`src/rtl/pattern_frame_scheduler.sv`:
```
// Round-robin scheduler sharing one thermometer-pattern serializer
// between NUM_REQ requesters; frames go out LSB-first, 8 bits each.
module pattern_frame_scheduler #(
  parameter int NUM_REQ    = 4,
  parameter int GAP_CYCLES = 1
) (
  input  logic                   clock,
  input  logic                   clear_n,
  input  logic                   en,
  input  logic [NUM_REQ-1:0]     req,
  input  logic [3*NUM_REQ-1:0]   sel,
  output logic [NUM_REQ-1:0]     gnt,
  output logic [NUM_REQ-1:0]     done,
  output logic                   busy,
  output logic                   out_valid,
  output logic                   out_bit,
  output logic [2:0]             bit_idx
);

  typedef enum logic [1:0] {
    IDLE,
    LOAD,
    SHIFT,
    GAP
  } state_t;

  state_t       state;
  logic [2:0]   last;
  logic [2:0]   idx;
  logic [2:0]   cnt;
  logic [2:0]   gcnt;
  logic [7:0]   shreg;
  logic [7:0]   pat;

  logic               found;
  logic [2:0]         win;
  logic [2:0]         wsel;
  logic [NUM_REQ-1:0] wgnt;
  int                 best;
  int                 d;

  function automatic logic [7:0] thermo(input logic [2:0] s);
    logic [7:0] p;
    p = '0;
    for (int i = 0; i < 8; i++)
      p[i] = (3'(i) <= s);
    return p;
  endfunction

  assign pat = thermo(idx);

  // distance d from last_grant+1 ranks each requester; smallest wins
  always_comb begin
    found = 1'b0;
    win   = last;
    wsel  = '0;
    wgnt  = '0;
    best  = NUM_REQ;
    d     = 0;
    for (int i = 0; i < NUM_REQ; i++) begin
      d = (i + NUM_REQ - 1 - int'(last)) % NUM_REQ;
      if (req[i] && d < best) begin
        best = d;
        win  = 3'(i);
        wsel = sel[3*i +: 3];
      end
    end
    found = (best < NUM_REQ);
    for (int i = 0; i < NUM_REQ; i++)
      wgnt[i] = found && (win == 3'(i));
  end

  always_ff @(posedge clock or negedge clear_n) begin
    if (!clear_n) begin
      state     <= IDLE;
      gnt       <= '0;
      done      <= '0;
      busy      <= 1'b0;
      out_valid <= 1'b0;
      out_bit   <= 1'b0;
      bit_idx   <= '0;
      last      <= 3'(NUM_REQ - 1);
      idx       <= '0;
      cnt       <= '0;
      gcnt      <= '0;
      shreg     <= '0;
    end else begin
      done <= '0;
      unique case (state)
        IDLE: begin
          if (en && found) begin
            gnt   <= wgnt;
            idx   <= wsel;
            last  <= win;
            busy  <= 1'b1;
            state <= LOAD;
          end
        end
        LOAD: begin
          shreg     <= pat;
          cnt       <= '0;
          out_valid <= 1'b1;
          out_bit   <= pat[0];
          bit_idx   <= '0;
          state     <= SHIFT;
        end
        SHIFT: begin
          if (cnt == 3'd7) begin
            cnt       <= '0;
            bit_idx   <= '0;
            out_valid <= 1'b0;
            out_bit   <= 1'b0;
            gnt       <= '0;
            gcnt      <= '0;
            if (GAP_CYCLES > 0) begin
              state <= GAP;
            end else begin
              state <= IDLE;
              busy  <= 1'b0;
            end
          end else begin
            cnt     <= cnt + 3'd1;
            bit_idx <= cnt + 3'd1;
            out_bit <= shreg[cnt + 3'd1];
            // registered so the pulse lines up with bit 7
            if (cnt == 3'd6)
              done <= gnt;
          end
        end
        GAP: begin
          if (gcnt == 3'(GAP_CYCLES - 1)) begin
            state <= IDLE;
            busy  <= 1'b0;
          end else begin
            gcnt <= gcnt + 3'd1;
          end
        end
        default: state <= IDLE;
      endcase
    end
  end

endmodule
```
`config.mk`:
```
export PLATFORM = sky130hd
export DESIGN_NAME = pattern_frame_scheduler
export DESIGN_NICKNAME = d
export VERILOG_FILES = /design/src/rtl/pattern_frame_scheduler.sv
export SDC_FILE = /design/constraint.sdc
export NUM_CORES = 1
export LEC_CHECK = 0
export CELL_PAD_IN_SITES_DETAIL_PLACEMENT = 1
export CELL_PAD_IN_SITES_GLOBAL_PLACEMENT = 1
export CORE_MARGIN = 1
export CORE_UTILIZATION = 28
export CTS_CLUSTER_DIAMETER = 120
export CTS_CLUSTER_SIZE = 24
export DETAILED_ROUTE_END_ITERATION = 10
export PLACE_DENSITY_LB_ADDON = 0.1
export SYNTH_ARGS = -nofsm -noshare
export SYNTH_HDL_FRONTEND = slang
export SYNTH_SLANG_ARGS = --single-unit
```
`constraint.sdc`:
```
create_clock -name clock -period 8.85 [get_ports clock]
set_input_delay 1.3275 -clock clock [delete_from_list [all_inputs] [get_ports clock]]
set_output_delay 1.3275 -clock clock [all_outputs]
set_load 0.1 [all_outputs]
```
==> reports/metrics.yaml <==
synthTopCellsByCount: "dfrtp_1, inv_1, nor2_1"
die_area_sq_mm: 0.00815
critPathKind: "in -> reg"
worstPathRequired_ns: 9.02
cts_buffers: 5
drive_gt1_share_pct: 8.49
leakagePower_nw: 1.20
cts_hold_buffers: 0
yosys_warnings: 0
post-cts-setup-buffers: 0
path_clk_slew_ns: 0.07
area_growth_pct: 24.6
path_max_fanout: 19
nets: 310
cts_sinks: 33
synthCells: 236
yosysTopAreaCell: "dfrtp_1"
synth_edf_count: 0
multi_input_area_sq_mm: 0.00123
critical_path.startpoint_type: "input port"
rows: 31
synth_top_area_share_pct: 35.6
slowest_delay_ns: 0.60
hp-class: "reg -> reg"
grt_usage_pct: 14.2
period_needed_ns: 7.03
gp_congestion: 0.755
hpwl_microns: 4040
port_buffers: 32
use_met3_pct: 2.69
hold_viol_final: 0
critPathArrivalTime_ns: 7.20
cp_cell_sequence: "clkdlybuf4s50_1 > inv_1 > or3_1 > ha_1 > nor3b_2 > o21a_1 > o21ai_2 > mux2_2 > ha_1 > inv_1 > o2111ai_1 > o211a_1 > mux2_2 > ha_1 > nand2b_1 > and3_1 > a211o_1 > a41o_1 > a21oi_1 > mux2_2"
drv_slew: 0
setup_viol: 0
antenna_found_initial: 0
dr.pass1.iters: 4
drt-vias-per-instance: 4.91
ys_ff_latch: 33
slew-limit-headroom_pct: 35.4
n_fill_cell: 861
max_freq_mhz: 142
io_pins: 33
root_buffer: "clkbuf_8"
cp-end-kind: "flip-flop"
synth_area_leaders: "dfrtp_1, ha_1, inv_1"
seqCellArea_sq_um: 828
h-tree-depth: 2
tightest_slew_ns: 0.967
status: "complete, no violations"
grt_pass1_vias: 1928
vias: 1816
initial_core_util_pct: 29.5
crit_family: "compound AO/OA/AOI/OAI gates"
vdd_drop_max_mv: 0.116
avgSynthCellArea_sq_um: 9.25
diodes: 0
setup_tns_ns: 0
post_drt_wl_per_cell_microns: 14.2
synth.distinct_cells: 43
cts_tree: "yes"
ant_nets: 0
clk_latency_ns: 0.28
grt_pass1_wl_microns: 9310
grt_max_degree: 34
synth-async-reset-ratio_pct: 100
drt_iter0_drc: 99
synth_nets: 276
hold-worst-slack_ns: 0.475
use_met2_pct: 24.3
synth_most_common_cell: "dfrtp_1"
routed_wl_microns: 5260
drc: 0
ctsResizeCount: 0
synth-seq-area-share_pct: 38.0
clock_skew_ns: 0.00516
synth_area_sq_mm: 0.00218
critical_path_buf_inv_count: 3
grtUsageMet1_pct: 18.5
gr-total-overflow: 0
die_h_microns: 90.3
worst_path_max_delay_cell: "o211a_1"
synth_ff_type: "dfrtp_1"
die_w_microns: 90.3
cellPowerDensity_mw_per_mm2: 356
clockBufferDepth: 2
grt_setup_unrepaired: "false"
drv_cap: 0
core_sq_mm: 0.00741
finalCritPeriodShare_pct: 79.4
top_usage_layer: "met2"
-- report_power, final --
group | internal [W] | switching [W]
Sequential | 0.000200 | 0.0000471
Clock | 0.0000843 | 0.0000597
Combinational | 0.000208 | 0.000368
Total | 0.000493 | 0.000475
-- logic make-up after synthesis --
| logic type | count (synthesis) | synth area share [%] |
|---|---|---|
| AOI/OAI and AO/OA | 65 | 20.3 |
| buffers and inverters | 30 | 5.50 |
| adders and majority gates | 21 | 12.0 |
| muxes | 12 | 6.94 |
| DFF | 33 | 38.0 |
| and+or+nand+nor | 75 | 17.3 |
-- cell usage in the layout (no fill, tap or decap), types with 3 or more instances in the layout --
master and instances:
a211o_1 5, a21oi_1 13, a22o_1 3, a31oi_1 5, and2_1 7, clkbuf_8 5
clkdlybuf4s50_1 32, dfrtp_1 31, ha_1 21, inv_1 24, mux2_2 5, mux2i_1 5
nand2_1 14, nand2b_1 3, nand3_1 10, nor2_1 24, nor2b_1 4, nor3_1 3
o211ai_1 3, o21a_1 4, o21ai_0 14, o22ai_1 3
-- registers in the layout, indices dropped and copies added (netlist names) --
register / cells
state: 2
shreg: 8
done: 4
gnt: 4
idx: 3
gcnt: 3
cnt: 3
out_valid: 1
busy: 1
out_bit: 1
last: 3
-- per-stage QoR --
step | util (%) | std cells | setup slack, ns | cell area [sq um] | total power (W)
finish | 36.7 | 370 | 1.82 | 2720 | 0.000968
global route | 36.7 | 370 | 1.41 | 2720 | 0.00106
CTS | 36.7 | 370 | 1.81 | 2720 | 0.000982
detailed placement | 35.1 | 362 | 1.51 | 2600 | 0.000834
global placement | 35.1 | 362 | 1.61 | 2600 | 0.000827
floorplan | - | 236 | 2.53 | 2180 | 0.000693
-- area by class of cell --
| class | count | share of cell area, % |
|---|---|---|
| clock inverters | 3 | 1.70 |
| multi-input cells | 173 | 45.4 |
| inverters | 24 | 3.31 |
| repair buffers | 33 | 12.1 |
| clock buffers | 5 | 2.53 |
| flip-flops and latches | 33 | 30.5 |
| well taps | 99 | 4.56 |
-- layer usage --
layer	up-vias	wire [microns]
met5	-	0
met4	0	35
met3	2	174
met2	34	2460
met1	874	2590
li1	906	-
-- worst paths after layout --
| check | startpoint | end | slack [ns] | cells past startpoint |
|---|---|---|---|---|
| setup reg to reg | last[0] | state[1] | 2.48 | 20 |
| min in group asynchronous | clear_n | done[0] | 1.46 | 2 |
| hold reg to reg | shreg[0] | shreg[0] | 0.47 | 1 |
| hold / removal | shreg[0] | shreg[0] | 0.47 | 1 |
| max in group asynchronous | clear_n | last[0] | 7.05 | 2 |
| setup / recovery | req[0] | state[1] | 1.82 | 20 |
(Power assumes the default switching activity.)
